File: src/rtl/cpu_dbg_cmd_ctrl.sv
// cpu_dbg_cmd_ctrl
//   Host-command controller between the UART word receiver/transmitter and
//   the CPU core. Decodes command words (opcode in [7:0], argument above),
//   drives CPU reset / single-step / bounded-run / free-run, and returns a
//   status word optionally followed by a data word (PC or register value).
//
// Ports
//   clk, reset        : system clock, synchronous active-high reset
//   rx_valid/ready    : command word handshake, rx_data = {arg, opcode}
//   tx_valid/ready    : response word handshake, tx_data = response
//   pc                : current CPU program counter
//   dbg_raddr/rdata   : register-file debug read port (1-cycle latency)
//   cpu_reset         : CPU reset
//   cpu_run           : CPU clock enable (one instruction per high cycle)
//   busy              : controller is not idle
module cpu_dbg_cmd_ctrl #(
  parameter int DATA_W    = 32,
  parameter int REG_AW    = 5,
  parameter int CNT_W     = 16,
  parameter int RESET_CYC = 4
) (
  input  logic              clk,
  input  logic              reset,
  input  logic              rx_valid,
  output logic              rx_ready,
  input  logic [DATA_W-1:0] rx_data,
  output logic              tx_valid,
  input  logic              tx_ready,
  output logic [DATA_W-1:0] tx_data,
  input  logic [DATA_W-1:0] pc,
  output logic [REG_AW-1:0] dbg_raddr,
  input  logic [DATA_W-1:0] dbg_rdata,
  output logic              cpu_reset,
  output logic              cpu_run,
  output logic              busy
);

  localparam logic [7:0] OP_RESET    = 8'h01;
  localparam logic [7:0] OP_READ_PC  = 8'h02;
  localparam logic [7:0] OP_STEP     = 8'h03;
  localparam logic [7:0] OP_READ_REG = 8'h04;
  localparam logic [7:0] OP_RUN      = 8'h05;
  localparam logic [7:0] OP_HALT     = 8'h06;

  localparam logic [DATA_W-1:0] NACK = {{(DATA_W-8){1'b0}}, 8'hFF};

  typedef enum logic [2:0] {
    S_IDLE, S_DECODE, S_RST, S_RUN_N, S_FREE, S_RD_WAIT, S_TX_STAT, S_TX_DATA
  } state_t;

  state_t            state_reg, state_next;
  logic [7:0]        op_reg, op_next;
  logic [CNT_W-1:0]  arg_reg, arg_next;
  logic [CNT_W-1:0]  cnt_reg, cnt_next;
  logic [DATA_W-1:0] data_reg, data_next;
  logic              tx_valid_reg, tx_valid_next;
  logic [DATA_W-1:0] tx_data_reg, tx_data_next;
  logic [REG_AW-1:0] dbg_raddr_reg, dbg_raddr_next;
  logic              cpu_reset_reg, cpu_reset_next;
  logic              cpu_run_reg, cpu_run_next;
  logic              has_data_reg, has_data_next;   // status is followed by a data word
  logic              to_free_reg, to_free_next;     // NACK sent from FREE: return there
  logic              grab_pc_reg, grab_pc_next;     // sample pc on the first TX_STAT cycle

  logic rx_fire, tx_fire;

  // Only the step count is kept from the argument; higher argument bits are don't-care.
  generate
    if (DATA_W > CNT_W + 8) begin : g_unused_arg
      logic unused_arg;
      assign unused_arg = &{1'b0, rx_data[DATA_W-1:CNT_W+8]};
    end
  endgenerate

  function automatic logic [DATA_W-1:0] ack(input logic [7:0] op);
    return {{(DATA_W-8){1'b0}}, 1'b1, op[6:0]};
  endfunction

  assign rx_ready  = (state_reg == S_IDLE) || (state_reg == S_FREE);
  assign busy      = (state_reg != S_IDLE);
  assign rx_fire   = rx_valid && rx_ready;
  assign tx_fire   = tx_valid_reg && tx_ready;

  assign tx_valid  = tx_valid_reg;
  assign tx_data   = tx_data_reg;
  assign dbg_raddr = dbg_raddr_reg;
  assign cpu_reset = cpu_reset_reg;
  assign cpu_run   = cpu_run_reg;

  always_ff @(posedge clk) begin
    if (reset) begin
      state_reg     <= S_IDLE;
      op_reg        <= '0;
      arg_reg       <= '0;
      cnt_reg       <= '0;
      data_reg      <= '0;
      tx_valid_reg  <= 1'b0;
      tx_data_reg   <= '0;
      dbg_raddr_reg <= '0;
      cpu_reset_reg <= 1'b0;
      cpu_run_reg   <= 1'b0;
      has_data_reg  <= 1'b0;
      to_free_reg   <= 1'b0;
      grab_pc_reg   <= 1'b0;
    end else begin
      state_reg     <= state_next;
      op_reg        <= op_next;
      arg_reg       <= arg_next;
      cnt_reg       <= cnt_next;
      data_reg      <= data_next;
      tx_valid_reg  <= tx_valid_next;
      tx_data_reg   <= tx_data_next;
      dbg_raddr_reg <= dbg_raddr_next;
      cpu_reset_reg <= cpu_reset_next;
      cpu_run_reg   <= cpu_run_next;
      has_data_reg  <= has_data_next;
      to_free_reg   <= to_free_next;
      grab_pc_reg   <= grab_pc_next;
    end
  end

  always_comb begin
    state_next     = state_reg;
    op_next        = op_reg;
    arg_next       = arg_reg;
    cnt_next       = cnt_reg;
    data_next      = grab_pc_reg ? pc : data_reg;
    tx_valid_next  = tx_valid_reg;
    tx_data_next   = tx_data_reg;
    dbg_raddr_next = dbg_raddr_reg;
    cpu_reset_next = cpu_reset_reg;
    cpu_run_next   = cpu_run_reg;
    has_data_next  = has_data_reg;
    to_free_next   = to_free_reg;
    grab_pc_next   = 1'b0;

    case (state_reg)
      S_IDLE: begin
        if (rx_fire) begin
          op_next      = rx_data[7:0];
          arg_next     = rx_data[CNT_W+7:8];
          to_free_next = 1'b0;
          // Address goes out during DECODE so rdata is ready in RD_WAIT.
          if (rx_data[7:0] == OP_READ_REG)
            dbg_raddr_next = rx_data[REG_AW+7:8];
          state_next = S_DECODE;
        end
      end

      S_DECODE: begin
        // Default outcome is a status-only response; cases below override.
        tx_valid_next = 1'b1;
        tx_data_next  = NACK;
        has_data_next = 1'b0;
        state_next    = S_TX_STAT;
        case (op_reg)
          OP_RESET: begin
            tx_valid_next  = 1'b0;
            cnt_next       = CNT_W'(RESET_CYC);
            cpu_reset_next = 1'b1;
            cpu_run_next   = 1'b0;
            state_next     = S_RST;
          end
          OP_READ_PC: begin
            data_next     = pc;
            tx_data_next  = ack(op_reg);
            has_data_next = 1'b1;
          end
          OP_STEP: begin
            if (arg_reg != '0) begin
              tx_valid_next = 1'b0;
              cnt_next      = arg_reg;
              cpu_run_next  = 1'b1;
              state_next    = S_RUN_N;
            end
          end
          OP_READ_REG: begin
            tx_valid_next = 1'b0;
            state_next    = S_RD_WAIT;
          end
          OP_RUN: begin
            tx_valid_next = 1'b0;
            cpu_run_next  = 1'b1;
            state_next    = S_FREE;
          end
          OP_HALT: tx_data_next = ack(op_reg);
          default: ;
        endcase
      end

      S_RST: begin
        // Counter runs down to zero, which also leaves the step count cleared.
        cnt_next = cnt_reg - 1'b1;
        if (cnt_reg == CNT_W'(1)) begin
          cpu_reset_next = 1'b0;
          tx_valid_next  = 1'b1;
          tx_data_next   = ack(op_reg);
          has_data_next  = 1'b0;
          state_next     = S_TX_STAT;
        end
      end

      S_RUN_N: begin
        cnt_next = cnt_reg - 1'b1;
        if (cnt_reg == CNT_W'(1)) begin
          cpu_run_next  = 1'b0;
          tx_valid_next = 1'b1;
          tx_data_next  = ack(op_reg);
          has_data_next = 1'b1;
          grab_pc_next  = 1'b1;
          state_next    = S_TX_STAT;
        end
      end

      S_FREE: begin
        if (rx_fire) begin
          tx_valid_next = 1'b1;
          state_next    = S_TX_STAT;
          if (rx_data[7:0] == OP_HALT) begin
            cpu_run_next  = 1'b0;
            tx_data_next  = ack(OP_HALT);
            has_data_next = 1'b1;
            grab_pc_next  = 1'b1;
            to_free_next  = 1'b0;
          end else begin
            tx_data_next  = NACK;
            has_data_next = 1'b0;
            to_free_next  = 1'b1;
          end
        end
      end

      S_RD_WAIT: begin
        data_next     = dbg_rdata;
        tx_valid_next = 1'b1;
        tx_data_next  = ack(op_reg);
        has_data_next = 1'b1;
        state_next    = S_TX_STAT;
      end

      S_TX_STAT: begin
        if (tx_fire) begin
          if (has_data_reg) begin
            // If the handshake lands on the pc-sampling cycle, take pc directly.
            tx_data_next = grab_pc_reg ? pc : data_reg;
            state_next   = S_TX_DATA;
          end else begin
            tx_valid_next = 1'b0;
            state_next    = to_free_reg ? S_FREE : S_IDLE;
          end
        end
      end

      S_TX_DATA: begin
        if (tx_fire) begin
          tx_valid_next = 1'b0;
          state_next    = S_IDLE;
        end
      end

      default: state_next = S_IDLE;
    endcase
  end

endmodule

File: config.mk
export PLATFORM = sky130hd
export DESIGN_NAME = cpu_dbg_cmd_ctrl
export DESIGN_NICKNAME = d
export VERILOG_FILES = /design/src/rtl/cpu_dbg_cmd_ctrl.sv
export SDC_FILE = /design/constraint.sdc
export NUM_CORES = 1
export LEC_CHECK = 0
export ABC_AREA = 1
export CORE_MARGIN = 1
export CORE_UTILIZATION = 50
export DETAILED_ROUTE_END_ITERATION = 6
export PLACE_DENSITY = 0.86
export REMOVE_ABC_BUFFERS = 1
export SYNTH_ARGS = -nofsm -noshare
export SYNTH_HDL_FRONTEND = slang
export SYNTH_SLANG_ARGS = --single-unit
File: constraint.sdc
create_clock -name clk -period 2.4 [get_ports clk]
set_clock_uncertainty 0.1 [all_clocks]
set_input_delay 0.36 -clock clk [delete_from_list [all_inputs] [get_ports clk]]
set_output_delay 0.36 -clock clk [all_outputs]
set_load 0.01 [all_outputs]
==> results_dict.tcl, run 1 <==
set metrics [dict create \
    synth_cell_types 30 \
    grt_max_degree 55 \
    cts_hold_buf 0 \
    final_cells 1362 \
    slew_viol_final 0 \
    cp.depth 3 \
    maxCapViolations 0 \
    io_pins 142 \
    die_w_um 116 \
    synth_common_cells "nand2_1, nor2_1, inv_1, dfxtp_1, o21ai_0" \
    wl_met2_um 8430 \
    cts_sinks 118 \
    firstDrtPassIters 6 \
    routed_wl_um 18200 \
    p_leak_nw 3.73 \
    cts.path.max_buffers 2 \
    area_delta_synth_final_pct 32.5 \
    slew-limit-headroom_pct 55.5 \
    design_area_sq_um 8560 \
    post-route-period-util_pct 94.0 \
    critPathSlowestCell "clkdlybuf4s50_1" \
    syn_area_sq_um 6460 \
    grt_pass1_wl_um 29600 \
    vdd_drop_max_mv 0.708 \
    cts_setup_buffers 0 \
    gr-usage-all-layers_pct 27.9 \
    worst-r2r-setup-slack_ns 0.34 \
    synth_top_area_share_pct 36.6 \
    dr_wl_met3_um 1470 \
    route.detailed.drc 0 \
    rsz0062_at_grt "false" \
    cts-root-buf "clkbuf_16" \
    dpl.hpwl_um 12000 \
    antenna_found_initial 0 \
    dr.first_iter.drc_count 672 \
    fp-row-count 41 \
    synth_edf_count 0 \
    ys_seq_area_share_pct 36.6 \
    worstReg2RegStart "state_reg[1]$_SDFFE_PP0P_" \
    htree_levels 4 \
    tritoncts "yes" \
    grt_overflow 0 \
    start_util_pct 51.2 \
    core_area_sq_um 12600 \
    cts_resized 0 \
    path_max_fanout 6 \
    viasPerCell 5.23 \
    hold_viol 0 \
    top_layer_used "met4" \
    clk_latency_ns 0.42 \
    synth_area_leaders "dfxtp_1, nand2_1, nor2_1" \
    ant_nets 0 \
    finalPower_mw 10.9 \
    hold_class "reg2reg" \
    num_vias 7123 \
    dieArea_sq_um 13400 \
    ys.flop_type "dfxtp_1" \
    syn_area_per_cell_sq_um 6.11 \
    m1WireLength_um 7640 \
    routedWlPerCell_um 13.3 \
    grt_pass1_vias 6431 \
    placed_area_sq_um 7990 \
    gp_congestion 0.905 \
    critPathKind "reg2out" \
    status "finished, final reports clean" \
    hold_ws_ns 0.340 \
    yosysWarnings 0 \
    drive_above_1_share_pct 6.30 \
    async_flop_share_pct 0 \
    rr_worst_depth 7 \
    cpLargestDelayFamily "buffers and inverters" \
    cp-startpoint "state_reg[1]$_SDFFE_PP0P_" \
    syn_inst 1057 \
    placedCellCount 1333 \
    fin_nets 1282 \
    pre_cts_ws_ns 0.206 \
    yosysMostFrequentCell "nand2_1" \
    fmax_ghz 0.443 \
    ys_ff_latch 118 \
    setup_viol 0 \
    start_kind "flop" \
    worstSetupEndpointType "output port" \
    timing.critical_path.buf_inv 1 \
    power.density_cell_area_nw_per_um2 1280 \
    finalCriticalPeriod_ns 2.26 \
    cp_cell_sequence "nor2_2 -> nand2_1 -> clkdlybuf4s50_1" \
    tightest_slew_ns 0.665 \
    cts_buffers 17 \
    port-buffer-count 133 \
    insertedDiodeCount 0 \
    cpPeakStageDelay_ns 0.52 \
    min_path_cells 2 \
    cp.arrival_ns 1.80 \
    clkTransAtPathRegs_ns 0.05 \
    synth_largest_area_cell "dfxtp_1" \
    fp.dieH_um 116 \
    crit_required_ns 1.94 \
    worstHoldStart "dbg_raddr[4]$_SDFFE_PP0P_" \
    setup_slack_ns 0.144 \
]
[final cells by class]
type	count	area (sq um)
Clock buffer	25	495
Clock inverter	4	70.1
Fill cell	1088	4060
Inverter	130	490
Multi-Input combinational cell	758	3370
Sequential cell	118	2360
Tap cell	172	215
Timing Repair Buffer	155	1550
[path summary, 6_finish.rpt]
path	endpoint
worst min-delay path	dbg_raddr[4]$_SDFFE_PP0P_
worst max register to register	arg_reg[7]$_SDFFE_PP0P_
worst min register to register	dbg_raddr[4]$_SDFFE_PP0P_
worst max-delay path	busy
[per-stage QoR]
stage / setup TNS, ns / util (%)
after floorplan: -0.647 / -
after global placement: 0 / 63.3
after detailed placement: 0 / 63.3
after CTS: 0 / 67.8
after global routing: 0 / 67.8
final: 0 / 67.8
[worst min-delay path: cells and delay by family, from the launching register on]
family          cells  cell delay, ns
buf+inv             1            0.04
compound gates      1            0.05
flops               1            0.30
[per-layer routing]
layer | GRT usage [%] | vias up
met4 | 14.4 | 0
met3 | 5.86 | 47
li1 | - | 3605
met5 | 0 | -
met1 | 36.0 | 3124
met2 | 44.2 | 347
[placed cells by master, fill, tap and decap left out, types with 11 or more instances in the layout]
| cell type | n |
|---|---|
| a21oi_1 | 84 |
| a31oi_1 | 33 |
| nand4_1 | 11 |
| nand2_1 | 289 |
| clkbuf_16 | 17 |
| o21ai_0 | 111 |
| nand3_1 | 29 |
| dfxtp_1 | 117 |
| nor2_1 | 162 |
| buf_4 | 18 |
| clkdlybuf4s50_1 | 133 |
| inv_1 | 122 |
[cell families after synthesis]
group / share of synthesized area (%)
AOI/OAI and AO/OA: 19.3
xor gates and xnor gates: 0.271
adders and majority gates: 0.388
buffers and inverters: 11.1
DFF: 36.6
and+or+nand+nor: 32.3
[power breakdown]
part | leakage [nW] | total, mW | switching [mW] | internal, mW
clock network | 0.279 | 2.45 | 0.837 | 1.61
logic | 2.49 | 5.54 | 3.53 | 2.00
registers | 0.967 | 2.94 | 0.399 | 2.54
Note: power is estimated with default switching activity, not from simulation.
==> run 2, diff against run 1 <==
Clock period 2.4 ns to 2.33 ns, I/O delays scaled along.
==> run 2 against run 1 <==
Against the previous run:
- sequential share of layout area grew 0.13 points
- hold slack improved by 0.0014 ns
- via count about the same
- wire length grew 0.73%
- clock power is 4% lower
- sequential cell count is the same
- die area stayed put
- cell count is 0.22% higher
- critical path depth unchanged
- clock-buffer cell count rose by 2
- combinational power grew 3%
- highest routed layer unchanged
==> results_dict.tcl, run 2 (synthesis gave the netlist of run 1 again) <==
set metrics [dict create \
    core_area_sq_um 12600 \
    hold_class "reg2reg" \
    area_delta_synth_final_pct 31.9 \
    start_util_pct 51.2 \
    p_leak_nw 3.72 \
    final_cells 1365 \
    nFillCells 1099 \
    cts_setup_buffers 0 \
    dpl.hpwl_um 12200 \
    critPathKind "reg2out" \
    cts.path.max_buffers 2 \
    drive_above_1_share_pct 6.29 \
    cts_hold_buf 0 \
    final_common_cell "nand2_1" \
    antenna_found_initial 0 \
    grt_pass1_vias 6510 \
    clk_latency_ns 0.42 \
    crit_required_ns 1.88 \
    pre_cts_ws_ns 0.190 \
    setup_slack_ns 0.0759 \
    fmax_ghz 0.444 \
    vdd_drop_max_mv 0.722 \
    io_pins 142 \
    rsz0062_at_grt "false" \
    clkTransAtPathRegs_ns 0.05 \
    timing.critical_path.buf_inv 1 \
    die_w_um 116 \
    tritoncts "yes" \
    status "finished, final reports clean" \
    cts-root-buf "clkbuf_16" \
    tightest_slew_ns 0.652 \
    firstDrtPassIters 6 \
    worst-r2r-setup-slack_ns 0.32 \
    post-route-period-util_pct 96.7 \
    port-buffer-count 133 \
    fin_nets 1282 \
    route.detailed.drc 0 \
    cts_sinks 118 \
    path_max_fanout 6 \
    worstSetupEndpointType "output port" \
    htree_levels 4 \
    fp-row-count 41 \
    gr-usage-all-layers_pct 28.2 \
    placedCellCount 1333 \
    grt_pass1_wl_um 29900 \
    routed_wl_um 18300 \
    start_kind "flop" \
    cts_resized 0 \
    cts_buffers 17 \
    cpPeakStageDelay_ns 0.52 \
    hold_ws_ns 0.341 \
    maxCapViolations 0 \
    dieArea_sq_um 13400 \
    hold_viol 0 \
    ant_nets 0 \
    num_vias 7130 \
    dr.first_iter.drc_count 640 \
    final_cell_mix "nand2_1, nor2_1, clkdlybuf4s50_1" \
    grt_max_degree 55 \
    critPathSlowestCell "clkdlybuf4s50_1" \
    slew-limit-headroom_pct 56.4 \
    cp_cell_sequence "nor2_2 -> nand2_1 -> clkdlybuf4s50_1" \
    power.density_cell_area_nw_per_um2 1300 \
    setup_viol 0 \
    fp.dieH_um 116 \
    grt_overflow 0 \
    cp.arrival_ns 1.80 \
    finalCriticalPeriod_ns 2.25 \
    slew_viol_final 0 \
    routedWlPerCell_um 13.4 \
    cpLargestDelayFamily "buffers and inverters" \
    gp_congestion 0.943 \
    viasPerCell 5.22 \
]
[run 2: report_power, final]
| group | total, mW | internal, mW | switching, mW |
|---|---|---|---|
| Clock | 2.34 | 1.46 | 0.881 |
| Combinational | 5.69 | 2.10 | 3.60 |
| Sequential | 3.02 | 2.62 | 0.404 |
[run 2: tightest hold or removal path: cells and delay by family (launching register included)]
kind	cells	cell delay, ns
AO/OA/AOI/OAI	1	0.05
buffers and inverters	1	0.04
flip-flops	1	0.30
[run 2: layout make-up]
type | count | area [sq um] | area share (%)
clock buffers | 27 | 503 | 5.91
diodes | 1 | 2.50 | 0.0294
well taps | 172 | 215 | 2.53
repair buffers | 155 | 1550 | 18.2
clock inverters | 4 | 20.0 | 0.235
flip-flops and latches | 118 | 2360 | 27.8
multi-input cells | 758 | 3370 | 39.6
inverters | 130 | 490 | 5.76
[run 2: final timing paths]
| check | start | endpoint | depth (start not counted) |
|---|---|---|---|
| worst max-delay path | state_reg[1]$_SDFFE_PP0P_ | busy | 3 |
| worst min-delay path | dbg_raddr[4]$_SDFFE_PP0P_ | dbg_raddr[4]$_SDFFE_PP0P_ | 2 |
| worst max register to register | state_reg[1]$_SDFFE_PP0P_ | cnt_reg[10]$_SDFFE_PP0P_ | 10 |
| worst min register to register | dbg_raddr[4]$_SDFFE_PP0P_ | dbg_raddr[4]$_SDFFE_PP0P_ | 2 |
[run 2: per-stage QoR]
| step | power, mW | instance area [sq um] | TNS (ns) | util, % |
|---|---|---|---|---|
| after floorplan | 6.76 | 6230 | -1.65 | - |
| after global placement | 8.49 | 7990 | 0 | 63.3 |
| after detailed placement | 8.63 | 7990 | 0 | 63.3 |
| after CTS | 11.0 | 8510 | 0 | 67.5 |
| after global routing | 12.0 | 8510 | 0 | 67.5 |
| final | 11.1 | 8520 | 0 | 67.5 |
[run 2: routing by layer]
layer  vias up  wire, um  global-route usage (%)
met5         -         0                       0
met4         0       608                    13.7
met3        47      1200                    6.12
met2       288      8630                    46.7
met1      3179      7850                    35.0
li1       3616         -                       -
